<file path="src/rtl/cmd_pkg.sv">
// Shared types for the UART command host: opcode encoding, config frame size, FSM states.
// Latency: n/a (package).
// Backpressure: n/a (package).
package cmd_pkg;

  // Opcodes understood by the remote ram_rw command server.
  typedef enum logic [7:0] {
    CPU_RST = 8'h2a,
    CPU_RUN = 8'h2b,
    CONF_WR = 8'h2c,
    CONF_RD = 8'h2d,
    DATA_WR = 8'h2e,
    DATA_RD = 8'h2f
  } cmd_t;

  // A configuration frame is two 32-bit words sent as 8 bytes.
  localparam int CONF_BYTES = 8;

  typedef enum logic [2:0] {
    ST_IDLE,
    ST_CMD,
    ST_CONF,
    ST_WDATA,
    ST_RDATA,
    ST_DONE
  } state_t;

endpackage

</file>
<file path="src/rtl/cmd_host_timer.sv">
// Receive-idle watchdog: counts cycles while running, cleared when stopped or on clr_i.
// Latency: expired_o is combinational from the count, high on the TIMEOUT_CYCLES-th running cycle.
// Backpressure: none; free-running counter.
//
// Ports:
//   clk_i, rst_n_i : clock, async active-low reset
//   run_i          : count enable (host is waiting for response bytes)
//   clr_i          : restart the count (a byte arrived)
//   expired_o      : idle limit reached this cycle
module cmd_host_timer #(
  parameter logic [31:0] TIMEOUT_CYCLES = 32'd1_000_000
) (
  input  logic clk_i,
  input  logic rst_n_i,
  input  logic run_i,
  input  logic clr_i,
  output logic expired_o
);

  logic [31:0] cnt_q;

  // Count is held at zero whenever not running, so every entry starts fresh.
  always_ff @(posedge clk_i or negedge rst_n_i) begin
    if (!rst_n_i) begin
      cnt_q <= '0;
    end else if (!run_i || clr_i) begin
      cnt_q <= '0;
    end else begin
      cnt_q <= cnt_q + 32'd1;
    end
  end

  assign expired_o = run_i && !clr_i && (cnt_q == TIMEOUT_CYCLES - 32'd1);

endmodule

</file>
<file path="src/rtl/cmd_host.sv">
// Host-side initiator for the ram_rw UART command protocol (opcode, payload out; response bytes in).
// Latency: opcode offered the cycle after request accept; write payload passes through with zero latency; rd_data_o one cycle after rx byte.
// Backpressure: stalls on uart_tx_data_rdy_i / wr_data_vld_i / uart_rx_data_vld_i; req_rdy_o low while busy.
//
// Optional feature: define CMD_HOST_TIMEOUT_EN to abort a stalled response after TIMEOUT_CYCLES idle clocks
// (err_o and done_o pulse together); without it err_o is tied low.
//
// Ports:
//   clk_i, rst_n_i                       : clock, async active-low reset
//   req_cmd_i/conf_i/len_i/vld_i/rdy_o   : command request (conf word0 = low XLEN bits)
//   wr_data_i/vld_i/rdy_o                : DATA_WR payload byte stream
//   uart_tx_data_o/vld_o/rdy_i           : byte stream to the UART transmitter
//   uart_rx_data_i/vld_i/rdy_o           : byte stream from the UART receiver
//   rd_data_o/rd_data_vld_o              : response bytes (one-cycle strobe each)
//   done_o / err_o                       : completion pulse / timeout-abort pulse
module cmd_host
  import cmd_pkg::*;
#(
  parameter int          XLEN           = 32,
  parameter logic [31:0] TIMEOUT_CYCLES = 32'd1_000_000
) (
  input  logic              clk_i,
  input  logic              rst_n_i,
  input  logic [7:0]        req_cmd_i,
  input  logic [2*XLEN-1:0] req_conf_i,
  input  logic [XLEN-1:0]   req_len_i,
  input  logic              req_vld_i,
  output logic              req_rdy_o,
  input  logic [7:0]        wr_data_i,
  input  logic              wr_data_vld_i,
  output logic              wr_data_rdy_o,
  output logic [7:0]        uart_tx_data_o,
  output logic              uart_tx_data_vld_o,
  input  logic              uart_tx_data_rdy_i,
  input  logic [7:0]        uart_rx_data_i,
  input  logic              uart_rx_data_vld_i,
  output logic              uart_rx_data_rdy_o,
  output logic [7:0]        rd_data_o,
  output logic              rd_data_vld_o,
  output logic              done_o,
  output logic              err_o
);

  state_t            state_q;
  logic [7:0]        cmd_q;
  logic [2*XLEN-1:0] conf_q;
  logic [XLEN-1:0]   len_q;
  logic [XLEN-1:0]   cnt_q;   // remaining payload / response bytes
  logic [2:0]        idx_q;   // config byte index

  logic tx_xfer;
  logic rx_xfer;

  assign tx_xfer = uart_tx_data_vld_o && uart_tx_data_rdy_i;
  assign rx_xfer = uart_rx_data_vld_i && uart_rx_data_rdy_o;

  // The receiver is only drained while a response is expected; stray bytes stay pending.
  assign uart_rx_data_rdy_o = (state_q == ST_RDATA);

  // Transmit mux. Write payload is a straight pass-through so no byte is buffered here.
  always_comb begin
    uart_tx_data_o     = 8'h00;
    uart_tx_data_vld_o = 1'b0;
    wr_data_rdy_o      = 1'b0;
    case (state_q)
      ST_CMD: begin
        uart_tx_data_o     = cmd_q;
        uart_tx_data_vld_o = 1'b1;
      end
      ST_CONF: begin
        uart_tx_data_o     = conf_q[{idx_q, 3'b000} +: 8];
        uart_tx_data_vld_o = 1'b1;
      end
      ST_WDATA: begin
        uart_tx_data_o     = wr_data_i;
        uart_tx_data_vld_o = wr_data_vld_i;
        wr_data_rdy_o      = uart_tx_data_rdy_i;
      end
      default: ;
    endcase
  end

`ifdef CMD_HOST_TIMEOUT_EN
  logic tmo;

  cmd_host_timer #(
    .TIMEOUT_CYCLES(TIMEOUT_CYCLES)
  ) u_timer (
    .clk_i     (clk_i),
    .rst_n_i   (rst_n_i),
    .run_i     (state_q == ST_RDATA),
    .clr_i     (rx_xfer),
    .expired_o (tmo)
  );
`else
  assign err_o = 1'b0;
`endif

  always_ff @(posedge clk_i or negedge rst_n_i) begin
    if (!rst_n_i) begin
      state_q       <= ST_IDLE;
      cmd_q         <= '0;
      conf_q        <= '0;
      len_q         <= '0;
      cnt_q         <= '0;
      idx_q         <= '0;
      rd_data_o     <= '0;
      rd_data_vld_o <= 1'b0;
      done_o        <= 1'b0;
      req_rdy_o     <= 1'b1;
`ifdef CMD_HOST_TIMEOUT_EN
      err_o         <= 1'b0;
`endif
    end else begin
      rd_data_vld_o <= 1'b0;
      done_o        <= 1'b0;
`ifdef CMD_HOST_TIMEOUT_EN
      err_o         <= 1'b0;
`endif
      case (state_q)
        ST_IDLE: begin
          if (req_vld_i) begin
            cmd_q     <= req_cmd_i;
            conf_q    <= req_conf_i;
            len_q     <= req_len_i;
            req_rdy_o <= 1'b0;
            state_q   <= ST_CMD;
          end
        end

        ST_CMD: begin
          if (tx_xfer) begin
            // Zero-length transfers and unknown opcodes end after the opcode byte.
            state_q <= ST_DONE;
            done_o  <= 1'b1;
            case (cmd_q)
              CONF_WR: begin
                idx_q   <= '0;
                state_q <= ST_CONF;
                done_o  <= 1'b0;
              end
              CONF_RD: begin
                cnt_q   <= XLEN'(CONF_BYTES);
                state_q <= ST_RDATA;
                done_o  <= 1'b0;
              end
              DATA_WR, DATA_RD: begin
                if (len_q != '0) begin
                  cnt_q   <= len_q;
                  state_q <= (cmd_q == DATA_WR) ? ST_WDATA : ST_RDATA;
                  done_o  <= 1'b0;
                end
              end
              default: ;
            endcase
          end
        end

        ST_CONF: begin
          if (tx_xfer) begin
            idx_q <= idx_q + 3'd1;
            if (idx_q == 3'(CONF_BYTES - 1)) begin
              state_q <= ST_DONE;
              done_o  <= 1'b1;
            end
          end
        end

        ST_WDATA: begin
          if (tx_xfer) begin
            cnt_q <= cnt_q - 1'b1;
            // Compare against 1 before decrementing so a full-scale length never wraps.
            if (cnt_q == XLEN'(1)) begin
              state_q <= ST_DONE;
              done_o  <= 1'b1;
            end
          end
        end

        ST_RDATA: begin
          if (rx_xfer) begin
            rd_data_o     <= uart_rx_data_i;
            rd_data_vld_o <= 1'b1;
            cnt_q         <= cnt_q - 1'b1;
            if (cnt_q == XLEN'(1)) begin
              state_q <= ST_DONE;
              done_o  <= 1'b1;
            end
          end
`ifdef CMD_HOST_TIMEOUT_EN
          else if (tmo) begin
            state_q <= ST_DONE;
            done_o  <= 1'b1;
            err_o   <= 1'b1;
          end
`endif
        end

        ST_DONE: begin
          state_q   <= ST_IDLE;
          req_rdy_o <= 1'b1;
        end

        default: begin
          state_q   <= ST_IDLE;
          req_rdy_o <= 1'b1;
        end
      endcase
    end
  end

endmodule

</file>
<file path="config.mk">
export PLATFORM = sky130hd
export DESIGN_NAME = cmd_host
export DESIGN_NICKNAME = d
export VERILOG_FILES = /design/src/rtl/cmd_pkg.sv /design/src/rtl/cmd_host_timer.sv /design/src/rtl/cmd_host.sv
export SDC_FILE = /design/constraint.sdc
export NUM_CORES = 1
export LEC_CHECK = 0
export BUFFER_PORTS_ARGS = -buffer_cell sky130_fd_sc_hd__buf_2
export CAP_MARGIN = 20
export CORE_MARGIN = 2
export CORE_UTILIZATION = 30
export CTS_BUF_LIST = sky130_fd_sc_hd__clkbuf_4
export DETAILED_ROUTE_END_ITERATION = 10
export GPL_ROUTABILITY_DRIVEN = 1
export PLACE_DENSITY = 0.57
export SLEW_MARGIN = 15
export SYNTH_ARGS = -nofsm -noshare
export SYNTH_HDL_FRONTEND = slang
export SYNTH_HIERARCHICAL = 1
export SYNTH_SLANG_ARGS = --single-unit
</file>
<file path="constraint.sdc">
create_clock -name clk_i -period 2.7 [get_ports clk_i]
set_clock_uncertainty 0.2 [all_clocks]
set_input_delay 0.135 -clock clk_i [delete_from_list [all_inputs] [get_ports clk_i]]
set_output_delay 0.135 -clock clk_i [all_outputs]
set_load 0.02 [all_outputs]
</file>
---- After elaboration in Yosys (flattened, before gate mapping) ----
Index checks and enable logic that the tools add are counted.
word-level totals
  word-level logic and storage cells ...... 86
  bits in writable memories ............... 0
  input port bits ......................... 126
  bits in read-only memories .............. 0
  memories ................................ 0
  bits in latches ......................... 0
  register bits after elaboration ......... 153
operators by class
  shift-type cells ........................ 1
  add/sub/neg operators ................... 2
  divide/modulo/power cells ............... 0
  eq/ne operators ......................... 19
  bitwise logic cells ..................... 1
  reduce and logical (&&, ||, !) cells .... 16
  multiply operators ...................... 0
  multiplexer cells ....................... 37
  order comparisons ....................... 0
operators with widths
  cell                                                    number
  2-to-1 mux 32 bit                                       4
  case mux 32 bit (3 select lines)                        1
  case mux 32 bit (2 select lines)                        1
  variable part select 64 x 7 -> 8 bit                    1
  2-to-1 mux 3 bit                                        12
  equality test 32 x 1 -> 1 bit (second input constant)   1
  equality test 8 x 6 -> 1 bit (second input constant)    4
  nonzero test 32 bit                                     1
  subtractor 32 x 1 -> 32 bit (second input constant)     1
  case mux 8 bit (3 select lines)                         1
  case mux 3 bit (5 select lines)                         1
  AND reduction 6 bit                                     2
  2-to-1 mux 1 bit                                        11
  inequality test 2 bit (second input constant)           5
  case mux 3 bit (3 select lines)                         1
  equality test 3 x 2 -> 1 bit (second input constant)    2
  equality test 3 bit (second input constant)             2
  case mux 1 bit (2 select lines)                         3
  case mux 3 bit (2 select lines)                         1
  AND reduction 2 bit                                     3
  OR reduction 2 bit                                      3
  inequality test 2 x 1 -> 1 bit (second input constant)  2
  case mux 1 bit (4 select lines)                         1
  AND reduction 4 bit                                     1
  other kinds (10)                                        11

---- Logic depth before layout (Yosys ltp) ----
Gate-level depths: netlist of the first run.
  depth after elaboration ................. 6
  gate-level depth with buffers ........... 8
  depth with buffers taken out ............ 6

---- Worst setup path before layout of the first run ----
OpenSTA, ideal clock, no wires.
  path kind ............................... reg-to-output
  start ................................... register idx_q[0]
  end ..................................... output uart_tx_data_o[0]
  arrival ................................. 1.962 ns
  stages on the path, launching flop included .. 7
  required time ........................... 2.365 ns
  slack ................................... 0.403 ns
  path through ............................ dfrtp_1 -> buf_2 -> buf_2 -> mux4_2 -> mux2_2 -> a22oi_1 -> nor2_1
on the way
  word-level cells in the longest chain between the ends .. 2
RTL lines
  what                                  line             RTL
  start: declaration                    cmd_host.sv:49   logic [2:0] idx_q;
  start signal: assignment              cmd_host.sv:161  idx_q <= idx_q + 3'd1;
  variable part select 64 x 7 -> 8 bit  cmd_host.sv:71   uart_tx_data_o = conf_q[{idx_q, 3'b000} +: 8];
  case mux 8 bit (3 select lines)       cmd_host.sv:65   case (state_q)
  end: declaration                      cmd_host.sv:32   output logic [7:0] uart_tx_data_o,
Every way passes these cells.

---- Worst setup path in the final report of the first run ----
Ends and elaborated chain as after synthesis.

==> impl_metrics.xml, run 1 <==
<?xml version="1.0" encoding="UTF-8"?>
<metrics>
  <group name="power_and_ir_drop">
    <metric name="netSwitchingPower" unit="uW">3860</metric>
    <metric name="logic_gate_share_of_total_power" unit="">0.451</metric>
    <metric name="share_clk_of_total_power" unit="">0.148</metric>
    <metric name="cellPowerDensity" unit="mW/mm2">954</metric>
    <metric name="ir_worst_vdd" unit="V">0.000486</metric>
    <metric name="switching_share" unit="">0.378</metric>
    <metric name="p_leak" unit="uW">0.00450</metric>
    <metric name="pwr-share-seq" unit="">0.401</metric>
    <metric name="p_int" unit="uW">6360</metric>
  </group>
  <group name="clocking">
    <metric name="cts.sinks" unit="">153</metric>
    <metric name="cts-htree-levels" unit="">4</metric>
    <metric name="clock_buffers_created_by_tritoncts" unit="">17</metric>
    <metric name="path_clk_slew" unit="ns">0.15</metric>
    <metric name="cts-root-to-sink-buffers" unit="">2</metric>
    <metric name="tritoncts" unit="">yes</metric>
    <metric name="clock_tree.root_cell" unit="">clkbuf_4</metric>
    <metric name="worst_skew_pair.late_latency" unit="ns">0.60</metric>
  </group>
  <group name="logic_synthesis">
    <metric name="synth-seq-area-share" unit="">0.493</metric>
    <metric name="dominant_combinational_cell_family_by_area_after_synthesis" unit="">multiplexers</metric>
    <metric name="yosys.area_share.xor_xnor" unit="">0</metric>
    <metric name="mappedNetlistArea" unit="mm2">0.00777</metric>
    <metric name="synth_top_cell_area_share" unit="">0.490</metric>
    <metric name="yosys_reg_bits" unit="">153</metric>
    <metric name="compound_cell_area_share_of_the_yosys_netlist" unit="">0.135</metric>
    <metric name="async_flop_share" unit="">1.00</metric>
    <metric name="library_cell_occupying_the_most_area_in_the_post_synthesis_netlist" unit="">dfrtp_1</metric>
    <metric name="synth.area.top_cells" unit="">dfrtp_1, mux2_2, mux4_2</metric>
    <metric name="synth_enable_flop_cells" unit="">0</metric>
    <metric name="syn_area_per_cell" unit="um2">12.2</metric>
    <metric name="yosys_warnings" unit="">6</metric>
    <metric name="synth_nets" unit="">765</metric>
    <metric name="synth-simple-area-share" unit="">0.107</metric>
    <metric name="postSynth.topFlopCell" unit="">dfrtp_1</metric>
    <metric name="synth.mux.area_fraction" unit="">0.228</metric>
    <metric name="syn-instance-count" unit="">635</metric>
    <metric name="synth_cell_type_count" unit="">71</metric>
    <metric name="synthAdderAreaFrac" unit="">0.00644</metric>
  </group>
  <group name="floorplanning">
    <metric name="floorplan.rows" unit="">58</metric>
    <metric name="core_area" unit="mm2">0.0253</metric>
    <metric name="dieHeight" unit="um">165</metric>
    <metric name="die_w" unit="um">165</metric>
    <metric name="initial_utilization" unit="">0.307</metric>
    <metric name="io_pins" unit="">149</metric>
    <metric name="floorplan.die_area" unit="mm2">0.0272</metric>
  </group>
  <group name="grt">
    <metric name="grt_antenna_before_repair" unit="">2</metric>
    <metric name="largest_net_degree_at_the_start_of_global_routing" unit="">80</metric>
    <metric name="grt_first_pass_wirelength" unit="um">36200</metric>
    <metric name="grt-ovfl-total" unit="">0</metric>
    <metric name="grt_use_total" unit="">0.173</metric>
    <metric name="number_of_global_route_vias_before_repair" unit="">6698</metric>
  </group>
  <group name="sta">
    <metric name="final.min_clock_period" unit="ns">2.81</metric>
    <metric name="timing.slew.headroom" unit="">0.590</metric>
    <metric name="post-route-period-util" unit="">1.04</metric>
    <metric name="maxSlewViolCount" unit="">0</metric>
    <metric name="final-setup-viol-count" unit="">7</metric>
    <metric name="tightest_slew" unit="ns">0.615</metric>
    <metric name="grt_setup_unrepaired" unit="">yes</metric>
    <metric name="fin_ws" unit="ns">-0.109</metric>
    <metric name="worst_hold_margin" unit="ns">0.0786</metric>
    <metric name="hold_viol" unit="">0</metric>
    <metric name="achievable-frequency" unit="MHz">356</metric>
  </group>
  <group name="layout">
    <metric name="area_used_by_multi_input_combinational_logic" unit="mm2">0.00378</metric>
    <metric name="share_of_post_route_cells_with_drive_strength_above_1" unit="">0.427</metric>
    <metric name="area_growth_syn_to_layout" unit="%">37.8</metric>
    <metric name="antennaDiodeCount" unit="">0</metric>
    <metric name="fin_util" unit="">0.423</metric>
    <metric name="fillerInstances" unit="">2383</metric>
    <metric name="finish.net_count" unit="">1046</metric>
    <metric name="final-seq-area" unit="mm2">0.00383</metric>
  </group>
  <group name="setup_path">
    <metric name="crit_path_cell_trace" unit="">buf_12, buf_16, mux4_2, mux2_4, a22oi_2, nor2_1, buf_4</metric>
    <metric name="worst-endpoint-arrival" unit="ns">2.47</metric>
    <metric name="cp_data_required_time" unit="ns">2.37</metric>
    <metric name="crit_path_max_fanout" unit="">8</metric>
    <metric name="critical_path.endpoint_type" unit="">output pin</metric>
    <metric name="reg_to_reg_start" unit="">len_q[16]$_DFFE_PN0P_</metric>
    <metric name="worst-setup-path-type" unit="">reg -&gt; out</metric>
    <metric name="crit_path_top_delay_cell" unit="">mux4_2</metric>
    <metric name="critical-path-max-stage-delay" unit="ns">0.50</metric>
    <metric name="worst-r2r-cell-count" unit="">6</metric>
    <metric name="r2r-end" unit="">cnt_q[17]$_DFFE_PN0P_</metric>
    <metric name="setup.worst_path.start" unit="">idx_q[0]$_DFFE_PN0P_</metric>
    <metric name="reg2reg_slack" unit="ns">0.21</metric>
    <metric name="setup.worst_path.start_class" unit="">flop</metric>
    <metric name="endpoint" unit="">uart_tx_data_o[0]</metric>
  </group>
  <group name="route">
    <metric name="route.antenna.remaining_nets" unit="">0</metric>
    <metric name="drt_wl_total" unit="um">22600</metric>
    <metric name="via_count" unit="">6373</metric>
    <metric name="drtIter0Drc" unit="">336</metric>
    <metric name="drt_pass_1_iters" unit="">4</metric>
    <metric name="post_drt_via_cell_ratio" unit="">5.06</metric>
    <metric name="number_of_remaining_drc_errors" unit="">0</metric>
    <metric name="wl_per_cell" unit="um">17.9</metric>
  </group>
  <group name="placed_design">
    <metric name="globalplace.congestion" unit="">0.802</metric>
    <metric name="quantity_of_i_o_buffers_inserted_on_ports" unit="">147</metric>
    <metric name="dp.final_hpwl" unit="um">15700</metric>
  </group>
  <group name="worst_hold_path">
    <metric name="worst_hold_path_type" unit="">in -&gt; reg</metric>
    <metric name="worstHoldStart" unit="">req_conf_i[13]</metric>
  </group>
  <group name="flow_run">
    <metric name="max-cap-violations" unit="">0</metric>
  </group>
  <group name="outcome">
    <metric name="status" unit="">finished, violations left</metric>
    <metric name="failing_checks" unit="">setup timing</metric>
  </group>
</metrics>
cell usage after synthesis (4+ instances only):
cell	count
a22o_1	4
clkbuf_1	17
a32o_1	8
nor3_1	12
ha_1	4
a22oi_1	15
nor3b_1	5
a31o_2	5
a2bb2oi_1	4
nand3_1	9
a31oi_1	10
a21oi_1	17
nor2b_1	5
nand2_1	23
nor2_1	34
o21ai_0	24
dfrtp_1	152
mux2_2	124
buf_4	4
buf_2	20
a32oi_1	10
o31ai_1	15
nand4_1	4
o211ai_1	4
nor3_2	5
mux4_2	16
inv_1	10
nor4_1	13
stage by stage:
stage	power [uW]	area [um2]	setup WS [ns]	TNS [ns]	std cells
floorplan	6950	7770	0.403	0	635
global placement	8280	9060	0.264	0	1104
detailed placement	8350	9060	0.262	0	1104
CTS	10300	10700	-0.128	-0.922	1259
global route	10900	10700	-0.215	-1.48	1259
finish	10200	10700	-0.109	-0.615	1259
cells by family (layout without fill, tap and decap cells):
kind of cell | after synthesis | in the layout
AOI/OAI and AO/OA | 145 | 145
adders and majority gates | 4 | 4
buffers and inverters | 51 | 345
DFF | 153 | 153
muxes | 141 | 141
other | 1 | 1
and+or+nand+nor | 140 | 140
sequential cells by signal (all words and copies together) (netlist names):
name and flops:
rd_data_vld_o 1, len_q 32, idx_q 3, req_rdy_o 1, rd_data_o 8, done_o 1
cmd_q 8, state_q 3, cnt_q 32, conf_q 64
layout make-up:
cell class | count | share of cell area
Inverter | 10 | 0.00351
Tap cell | 330 | 0.0386
Multi-Input combinational cell | 431 | 0.353
Clock inverter | 15 | 0.0153
Clock buffer | 17 | 0.0119
Sequential cell | 153 | 0.358
Timing Repair Buffer | 303 | 0.220
worst min-delay path by stage:
stage,to,slack (ns),cells after the start
global placement,len_q[5]$_DFFE_PN0P_,-0.02,1
CTS,conf_q[29]$_DFFE_PN0P_,0.04,3
floorplan,cmd_q[0]$_DFFE_PN0P_,-0.36,0
detailed placement,len_q[6]$_DFFE_PN0P_,-0.02,1
finish,conf_q[13]$_DFFE_PN0P_,0.08,3
global route,conf_q[29]$_DFFE_PN0P_,0.05,3
metal layers:
layer  vias to the layer above  share of wire  global-route usage
li1                       3008              -                   -
met1                      3164           0.43               0.221
met2                       171           0.50               0.289
met3                        26          0.058              0.0470
met4                         4          0.013              0.0427
met5                         -         0.0015                   0
power groups by stage:
stage	clock network (uW)	logic (uW)	registers, uW
3_5_place_dp	0	4200	4150
4_1_cts	1550	4630	4110
6_report	1510	4610	4100
3_3_place_gp	0	4170	4110
2_1_floorplan	0	3000	3950
5_1_grt	1660	5010	4260
critical path: cells and delay by family, from the launching register on:
family	cells	cell delay, ns
AOI/OAI and AO/OA	1	0.17
and+or+nand+nor	1	0.06
muxes	2	0.79
buffers and inverters	3	0.43
DFF	1	0.43
layout by cell type, fill, tap and decap left out, types with 16 or more instances in the layout:
master         synthesis  routed
nor2_1                34      34
dfrtp_1              152     150
buf_4                  4      37
clkbuf_4               0      17
nand2_1               23      23
a21oi_1               17      17
buf_2                 20     138
o21ai_0               24      24
mux4_2                16      16
dlygate4sd3_1          0     118
mux2_2               124     117
timing repair:
action | 4_1_cts | 5_1_grt
setup endpoints to repair | 8 | 8
hold buffers | 118 | 0
pin swaps | 7 | 4
resized for setup | 26 | 1
cloned | 2 | 0
hold endpoints to repair | 278 | 0
buffers inserted | 3 | 0
Power figures use the tool's default switching activity.
==> run 2: changes to the inputs <==
Settings changed: ABC_AREA from default to 1, PLACE_DENSITY 0.57 to 0.56, SETUP_SLACK_MARGIN from default to 0.1.
==> run 2 against run 1 <==
The run now ends clean; register-to-register slack gained 0.04 ns; critical path depth stayed put; largest cell class is now multi-input combinational cells; hold slack got worse by 0.037 ns; wire length is 19% higher.
==> impl_metrics.xml, run 2 <==
<?xml version="1.0" encoding="UTF-8"?>
<metrics>
  <group name="outcome">
    <metric name="status" unit="">finished, final reports clean</metric>
  </group>
  <group name="logic_synthesis">
    <metric name="library_cell_occupying_the_most_area_in_the_post_synthesis_netlist" unit="">dfrtp_1</metric>
    <metric name="syn_area_per_cell" unit="um2">7.08</metric>
    <metric name="synth_top_cell_area_share" unit="">0.465</metric>
    <metric name="yosys_reg_bits" unit="">153</metric>
    <metric name="synth_enable_flop_cells" unit="">0</metric>
    <metric name="synth.area.top_cells" unit="">dfrtp_1, nand2_1, nand3_1</metric>
    <metric name="synth-seq-area-share" unit="">0.469</metric>
    <metric name="mappedNetlistArea" unit="mm2">0.00817</metric>
    <metric name="synth_nets" unit="">1284</metric>
    <metric name="synth.top_cells.by_count" unit="">nand2_1, dfrtp_1, nor2_1</metric>
    <metric name="postSynth.topFlopCell" unit="">dfrtp_1</metric>
    <metric name="async_flop_share" unit="">1.00</metric>
    <metric name="yosys_warnings" unit="">6</metric>
    <metric name="synth_cell_type_count" unit="">34</metric>
    <metric name="yosys.cell_count.top_type" unit="">nand2_1</metric>
    <metric name="syn-instance-count" unit="">1154</metric>
  </group>
  <group name="flow_run">
    <metric name="max-cap-violations" unit="">0</metric>
  </group>
  <group name="floorplanning">
    <metric name="floorplan.die_area" unit="mm2">0.0286</metric>
    <metric name="initial_utilization" unit="">0.304</metric>
    <metric name="floorplan.rows" unit="">60</metric>
    <metric name="dieHeight" unit="um">169</metric>
    <metric name="io_pins" unit="">149</metric>
    <metric name="die_w" unit="um">169</metric>
    <metric name="core_area" unit="mm2">0.0269</metric>
  </group>
  <group name="setup_path">
    <metric name="cp_data_required_time" unit="ns">2.37</metric>
    <metric name="timing.critical_path.max_delay_family" unit="">flip-flops</metric>
    <metric name="timing.critical_path.buf_inv" unit="">2</metric>
    <metric name="crit_path_cell_trace" unit="">buf_6, a21oi_1, o21ai_1, o211ai_1, nand3_1, nand3_1, buf_4</metric>
    <metric name="worst-r2r-cell-count" unit="">7</metric>
    <metric name="crit_top_cell" unit="">nand3_1</metric>
    <metric name="r2r-end" unit="">conf_q[24]$_DFFE_PN0P_</metric>
    <metric name="worst-setup-path-type" unit="">reg -&gt; out</metric>
    <metric name="crit_path_top_delay_cell" unit="">dfrtp_4</metric>
    <metric name="critical_path.endpoint_type" unit="">output pin</metric>
    <metric name="crit_path_max_fanout" unit="">11</metric>
    <metric name="reg_to_reg_start" unit="">state_q[1]$_DFFE_PN0P_</metric>
    <metric name="setup.worst_path.start_class" unit="">flop</metric>
    <metric name="worst-endpoint-arrival" unit="ns">2.18</metric>
    <metric name="reg2reg_slack" unit="ns">0.25</metric>
    <metric name="critical-path-max-stage-delay" unit="ns">0.58</metric>
  </group>
  <group name="clocking">
    <metric name="clock_tree.root_cell" unit="">clkbuf_4</metric>
    <metric name="tritoncts" unit="">yes</metric>
    <metric name="cts.sinks" unit="">153</metric>
    <metric name="worst_skew_pair.late_latency" unit="ns">0.61</metric>
    <metric name="cts-htree-levels" unit="">4</metric>
    <metric name="path_clk_slew" unit="ns">0.18</metric>
    <metric name="clock_buffers_created_by_tritoncts" unit="">17</metric>
    <metric name="cts-root-to-sink-buffers" unit="">2</metric>
  </group>
  <group name="route">
    <metric name="drt_pass_1_iters" unit="">5</metric>
    <metric name="number_of_remaining_drc_errors" unit="">0</metric>
    <metric name="route.antenna.remaining_nets" unit="">0</metric>
    <metric name="drt_wl_total" unit="um">27000</metric>
    <metric name="post_drt_via_cell_ratio" unit="">4.70</metric>
    <metric name="via_count" unit="">8563</metric>
    <metric name="drtIter0Drc" unit="">606</metric>
    <metric name="wl_per_cell" unit="um">14.8</metric>
  </group>
  <group name="sta">
    <metric name="post-route-period-util" unit="">0.933</metric>
    <metric name="maxSlewViolCount" unit="">0</metric>
    <metric name="grt_setup_unrepaired" unit="">yes</metric>
    <metric name="final-setup-viol-count" unit="">0</metric>
    <metric name="fin_ws" unit="ns">0.181</metric>
    <metric name="final.min_clock_period" unit="ns">2.52</metric>
    <metric name="timing.slew.headroom" unit="">0.427</metric>
    <metric name="hold_viol" unit="">0</metric>
    <metric name="achievable-frequency" unit="MHz">397</metric>
    <metric name="worst_hold_margin" unit="ns">0.0419</metric>
    <metric name="tightest_slew" unit="ns">0.859</metric>
    <metric name="timing.setup.tns" unit="ns">0</metric>
  </group>
  <group name="layout">
    <metric name="max_reg_flops" unit="">64</metric>
    <metric name="share_of_post_route_cells_with_drive_strength_above_1" unit="">0.165</metric>
    <metric name="largestRegisters" unit="">conf_q x64, cnt_q x32, len_q x32</metric>
    <metric name="fin_util" unit="">0.427</metric>
    <metric name="register_with_the_most_flip_flops" unit="">conf_q</metric>
    <metric name="most-common-layout-cells" unit="">nand2_1, dlygate4sd3_1, dfrtp_1</metric>
    <metric name="mostFrequentLayoutCell" unit="">nand2_1</metric>
    <metric name="finish.net_count" unit="">1596</metric>
    <metric name="area_growth_syn_to_layout" unit="%">40.4</metric>
  </group>
  <group name="power_and_ir_drop">
    <metric name="ir_worst_vdd" unit="V">0.000526</metric>
    <metric name="p_int" unit="uW">6040</metric>
    <metric name="p_leak" unit="uW">0.00584</metric>
    <metric name="cellPowerDensity" unit="mW/mm2">1050</metric>
    <metric name="pwr-share-seq" unit="">0.341</metric>
    <metric name="switching_share" unit="">0.497</metric>
    <metric name="logic_gate_share_of_total_power" unit="">0.528</metric>
    <metric name="netSwitchingPower" unit="uW">5970</metric>
    <metric name="share_clk_of_total_power" unit="">0.130</metric>
  </group>
  <group name="grt">
    <metric name="number_of_global_route_vias_before_repair" unit="">8458</metric>
    <metric name="largest_net_degree_at_the_start_of_global_routing" unit="">78</metric>
    <metric name="met1_global_route_usage" unit="">0.244</metric>
    <metric name="grt-ovfl-total" unit="">0</metric>
    <metric name="grt_use_met2" unit="">0.324</metric>
    <metric name="global_route.usage.met3" unit="">0.0332</metric>
    <metric name="grt_use_total" unit="">0.190</metric>
    <metric name="grt_first_pass_wirelength" unit="um">43100</metric>
    <metric name="grt-busiest-layer" unit="">met2</metric>
    <metric name="grt_antenna_before_repair" unit="">1</metric>
  </group>
  <group name="placed_design">
    <metric name="dpl_worst_slack" unit="ns">0.407</metric>
    <metric name="globalplace.congestion" unit="">0.866</metric>
    <metric name="dp.final_hpwl" unit="um">17900</metric>
    <metric name="quantity_of_i_o_buffers_inserted_on_ports" unit="">147</metric>
  </group>
  <group name="worst_hold_path">
    <metric name="worst_hold_path_type" unit="">in -&gt; reg</metric>
    <metric name="timing.hold.worst_path_depth" unit="">4</metric>
    <metric name="hold-path-endpoint" unit="">conf_q[22]$_DFFE_PN0P_</metric>
    <metric name="worstHoldStart" unit="">req_conf_i[22]</metric>
  </group>
</metrics>
run 2: timing repair:
action / CTS / global route
pin swaps: 0 / 6
setup endpoints to repair: 8 / 8
cloned: 0 / 1
hold endpoints to repair: 289 / 0
setup buffers: 3 / 4
hold buffers: 169 / 0
resized for setup: 5 / 35
run 2: how the worst max path moves through the flow:
stage	from	to	slack (ns)	depth (start not counted)
final	idx_q[0]$_DFFE_PN0P_	uart_tx_data_o[5]	0.18	7
after global routing	idx_q[0]$_DFFE_PN0P_	uart_tx_data_o[1]	0.08	7
after CTS	idx_q[0]$_DFFE_PN0P_	uart_tx_data_o[5]	0.06	7
after detailed placement	idx_q[0]$_DFFE_PN0P_	uart_tx_data_o[4]	0.41	6
after global placement	idx_q[0]$_DFFE_PN0P_	uart_tx_data_o[4]	0.39	6
after floorplan	cnt_q[0]$_DFFE_PN0P_	cnt_q[28]$_DFFE_PN0P_	0.85	11
run 2: cell families (layout without fill, tap and decap cells):
| logic type | count (synthesis) | count (layout) | synth area share |
|---|---|---|---|
| AOI/OAI and AO/OA | 113 | 113 | 0.0805 |
| xor gates and xnor gates | 4 | 4 | 0.00429 |
| adders and majority gates | 4 | 4 | 0.00612 |
| buffers and inverters | 122 | 447 | 0.0609 |
| DFF | 153 | 153 | 0.469 |
| muxes | 10 | 10 | 0.0122 |
| other | 1 | 2 | 0.000459 |
| and+or+nand+nor | 747 | 747 | 0.367 |
run 2: metal layers:
layer / share of wire / vias to the layer above
li1: - / 4283
met1: 0.45 / 3987
met2: 0.49 / 249
met3: 0.042 / 44
met4: 0.024 / 0
met5: 0 / -
run 2: power groups by stage:
stage	clock network, uW	registers [uW]	logic (uW)
6_report	1560	4100	6350
5_1_grt	1700	4230	7220
4_1_cts	1600	4070	6240
3_5_place_dp	0	4140	5880
3_3_place_gp	0	4110	5840
2_1_floorplan	0	3970	4330
run 2: cell type report:
cell class,instances,area (um2)
diodes,1,2.50
clock buffers,17,128
clock inverters,15,198
fillers,2719,15400
inverters,72,280
multi-input cells,879,3910
flip-flops and latches,153,3840
well taps,341,427
repair buffers,342,2690
repair inverters,1,7.51
run 2: worst register-to-register path, cell delays in order (launching register included):
cell	delay, ns
dfrtp_1	0.47
nor2_1	0.26
nand3_2	0.15
inv_4	0.24
buf_4	0.37
nand2_1	0.11
o21ai_0	0.07
dlygate4sd3_1	0.56
run 2: through the flow:
stage               total power [uW]  std cells  cell area (um2)
floorplan                       8300       1154             8170
CTS                            11900       1815            11400
detailed placement             10000       1611             9290
global placement                9940       1611             9290
global route                   13200       1821            11500
finish                         12000       1821            11500
==> run 3: changes to the inputs <==
Settings changed: BUFFER_PORTS_ARGS -buffer_cell sky130_fd_sc_hd__buf_2 to default, DONT_BUFFER_PORTS from default to 1, PLACE_DENSITY 0.56 to 0.52.
==> run 3 against run 2 <==
Sequential share of layout area increased by 1.1 points; final cell count is 5.9% lower; sequential power up 2%; largest cell class unchanged; the flow now finishes with violations (hold timing); cell area is 3.3% lower; wire length is 2.9% lower; non-clock buffer count is 107 lower; combinational power down 3.3%; utilization fell by 1.4 points; largest power group unchanged; count of clock-buffer cells in the layout unchanged.
==> impl_metrics.xml, run 3 (synthesis results as in run 2) <==
<?xml version="1.0" encoding="UTF-8"?>
<metrics>
  <group name="outcome">
    <metric name="status" unit="">finished, violations left</metric>
    <metric name="failing_checks" unit="">hold timing</metric>
  </group>
  <group name="floorplanning">
    <metric name="initial_utilization" unit="">0.304</metric>
    <metric name="dieHeight" unit="um">169</metric>
    <metric name="io_pins" unit="">149</metric>
    <metric name="die_w" unit="um">169</metric>
    <metric name="floorplan.die_area" unit="mm2">0.0286</metric>
    <metric name="core_area" unit="mm2">0.0269</metric>
    <metric name="floorplan.rows" unit="">60</metric>
  </group>
  <group name="sta">
    <metric name="grt_setup_unrepaired" unit="">yes</metric>
    <metric name="timing.slew.headroom" unit="">0.414</metric>
    <metric name="achievable-frequency" unit="MHz">391</metric>
    <metric name="final-setup-viol-count" unit="">0</metric>
    <metric name="final.min_clock_period" unit="ns">2.56</metric>
    <metric name="worst_hold_margin" unit="ns">-0.987</metric>
    <metric name="maxSlewViolCount" unit="">0</metric>
    <metric name="timing.setup.tns" unit="ns">0</metric>
    <metric name="tightest_slew" unit="ns">0.879</metric>
    <metric name="post-route-period-util" unit="">0.948</metric>
    <metric name="fin_ws" unit="ns">0.140</metric>
    <metric name="hold_viol" unit="">153</metric>
  </group>
  <group name="grt">
    <metric name="grt_use_met2" unit="">0.320</metric>
    <metric name="met1_global_route_usage" unit="">0.238</metric>
    <metric name="grt_antenna_before_repair" unit="">1</metric>
    <metric name="grt-busiest-layer" unit="">met2</metric>
    <metric name="grt_first_pass_wirelength" unit="um">42200</metric>
    <metric name="grt_use_total" unit="">0.187</metric>
    <metric name="grt-ovfl-total" unit="">0</metric>
    <metric name="number_of_global_route_vias_before_repair" unit="">8288</metric>
    <metric name="global_route.usage.met3" unit="">0.0381</metric>
    <metric name="largest_net_degree_at_the_start_of_global_routing" unit="">154</metric>
  </group>
  <group name="setup_path">
    <metric name="worst-setup-path-type" unit="">reg -&gt; out</metric>
    <metric name="worst-endpoint-arrival" unit="ns">2.22</metric>
    <metric name="crit_path_max_fanout" unit="">57</metric>
    <metric name="crit_path_cell_trace" unit="">buf_12, o21ai_0, o211ai_1, nand3_1, nand3_1</metric>
    <metric name="crit_path_top_delay_cell" unit="">dfrtp_2</metric>
    <metric name="critical-path-max-stage-delay" unit="ns">0.44</metric>
    <metric name="critical_path.endpoint_type" unit="">output pin</metric>
    <metric name="crit_top_cell" unit="">nand3_1</metric>
    <metric name="setup.worst_path.start_class" unit="">flop</metric>
    <metric name="cp_data_required_time" unit="ns">2.37</metric>
  </group>
  <group name="layout">
    <metric name="mostFrequentLayoutCell" unit="">nand2_1</metric>
    <metric name="register_with_the_most_flip_flops" unit="">conf_q</metric>
    <metric name="area_used_by_multi_input_combinational_logic" unit="mm2">0.00387</metric>
    <metric name="area_growth_syn_to_layout" unit="%">35.7</metric>
    <metric name="final-seq-area" unit="mm2">0.00383</metric>
    <metric name="largestRegisters" unit="">conf_q x64, cnt_q x32, len_q x32</metric>
    <metric name="share_of_post_route_cells_with_drive_strength_above_1" unit="">0.0583</metric>
    <metric name="fillerInstances" unit="">2705</metric>
    <metric name="finish.net_count" unit="">1489</metric>
    <metric name="most-common-layout-cells" unit="">nand2_1, dlygate4sd3_1, dfrtp_1</metric>
    <metric name="max_reg_flops" unit="">64</metric>
  </group>
  <group name="power_and_ir_drop">
    <metric name="total_power" unit="uW">11900</metric>
    <metric name="cellPowerDensity" unit="mW/mm2">1070</metric>
    <metric name="ir_worst_vdd" unit="V">0.000612</metric>
    <metric name="p_leak" unit="uW">0.00526</metric>
  </group>
  <group name="clocking">
    <metric name="tritoncts" unit="">yes</metric>
    <metric name="worst_skew_pair.late_latency" unit="ns">0.60</metric>
    <metric name="cts-htree-levels" unit="">4</metric>
    <metric name="cts.sinks" unit="">153</metric>
    <metric name="path_clk_slew" unit="ns">0.17</metric>
    <metric name="clock_tree.root_cell" unit="">clkbuf_4</metric>
    <metric name="clock_buffers_created_by_tritoncts" unit="">17</metric>
    <metric name="cts-root-to-sink-buffers" unit="">2</metric>
  </group>
  <group name="flow_run">
    <metric name="max-cap-violations" unit="">0</metric>
  </group>
  <group name="route">
    <metric name="drt_wl_total" unit="um">26200</metric>
    <metric name="wl_per_cell" unit="um">15.3</metric>
    <metric name="number_of_remaining_drc_errors" unit="">0</metric>
    <metric name="drt_pass_1_iters" unit="">6</metric>
    <metric name="drtIter0Drc" unit="">570</metric>
    <metric name="via_count" unit="">8177</metric>
    <metric name="route.antenna.remaining_nets" unit="">0</metric>
    <metric name="post_drt_via_cell_ratio" unit="">4.77</metric>
  </group>
  <group name="placed_design">
    <metric name="dp.final_hpwl" unit="um">17000</metric>
    <metric name="globalplace.congestion" unit="">0.851</metric>
    <metric name="quantity_of_i_o_buffers_inserted_on_ports" unit="">0</metric>
    <metric name="dpl_worst_slack" unit="ns">0.341</metric>
  </group>
  <group name="worst_hold_path">
    <metric name="worst_hold_path_type" unit="">in -&gt; async</metric>
  </group>
</metrics>
## run 3: changes by cell type in the layout (fill, tap and decap cells not counted), sizes merged
cell / before / now
buf: 173 / 17
clkinv: 8 / 5
bufinv: 0 / 1
dlygate4sd3: 169 / 218
inv: 76 / 78
## run 3: power breakdown
| part | total [uW] | switching [uW] | internal, uW |
|---|---|---|---|
| registers | 4190 | 889 | 3300 |
| clock network | 1590 | 1060 | 531 |
| logic | 6140 | 3930 | 2210 |
## run 3: repair_timing
action	in CTS	in global routing
buffers inserted	0	1
cloned	0	1
hold endpoints to repair	305	154
hold buffers	217	1
resized for setup	2	14
setup endpoints to repair	3	85
## run 3: layer usage
layer  wire [um]  vias up
li1            -     4073
met1       11500     3858
met2       12800      210
met3        1330       36
met4         529        0
met5           0        -
## run 3: final timing paths
check                                  startpoint                     end  slack (ns)  depth (start not counted)
min in group clk_i                   req_len_i[6]    len_q[6]$_DFFE_PN0P_        0.02                          3
max reg2reg                state_q[1]$_DFFE_PN0P_  conf_q[10]$_DFFE_PN0P_        0.29                          7
max                          idx_q[0]$_DFFE_PN0P_       uart_tx_data_o[6]        0.14                          5
max in group asynchronous                 rst_n_i   req_rdy_o$_DFFE_PN1P_        3.01                          0
min                                       rst_n_i   len_q[11]$_DFFE_PN0P_       -0.99                          0
min reg2reg                 conf_q[5]$_DFFE_PN0P_   conf_q[5]$_DFFE_PN0P_        0.30                          2
## run 3: critical path: cells and delay by family, from the launching register on
family,cells,cell delay (ns)
AND/OR/NAND/NOR,2,0.39
buffers and inverters,1,0.18
AO/OA/AOI/OAI,2,0.58
flip-flops,1,0.44
## run 3: through the flow
step | std cells | utilization | instance area [um2]
2_1_floorplan | 1154 | - | 8170
3_3_place_gp | 1461 | 0.317 | 8530
3_5_place_dp | 1461 | 0.317 | 8530
4_1_cts | 1710 | 0.410 | 11000
5_1_grt | 1714 | 0.413 | 11100
6_report | 1714 | 0.413 | 11100
## run 3: final cells by class
type	instances	share of cell area
multi-input cells	879	0.349
flip-flops and latches	153	0.345
repair buffers	235	0.211
well taps	341	0.0385
inverters	72	0.0257
clock inverters	15	0.0177
clock buffers	17	0.0115
repair inverters	1	0.000451
diodes	1	0.000226
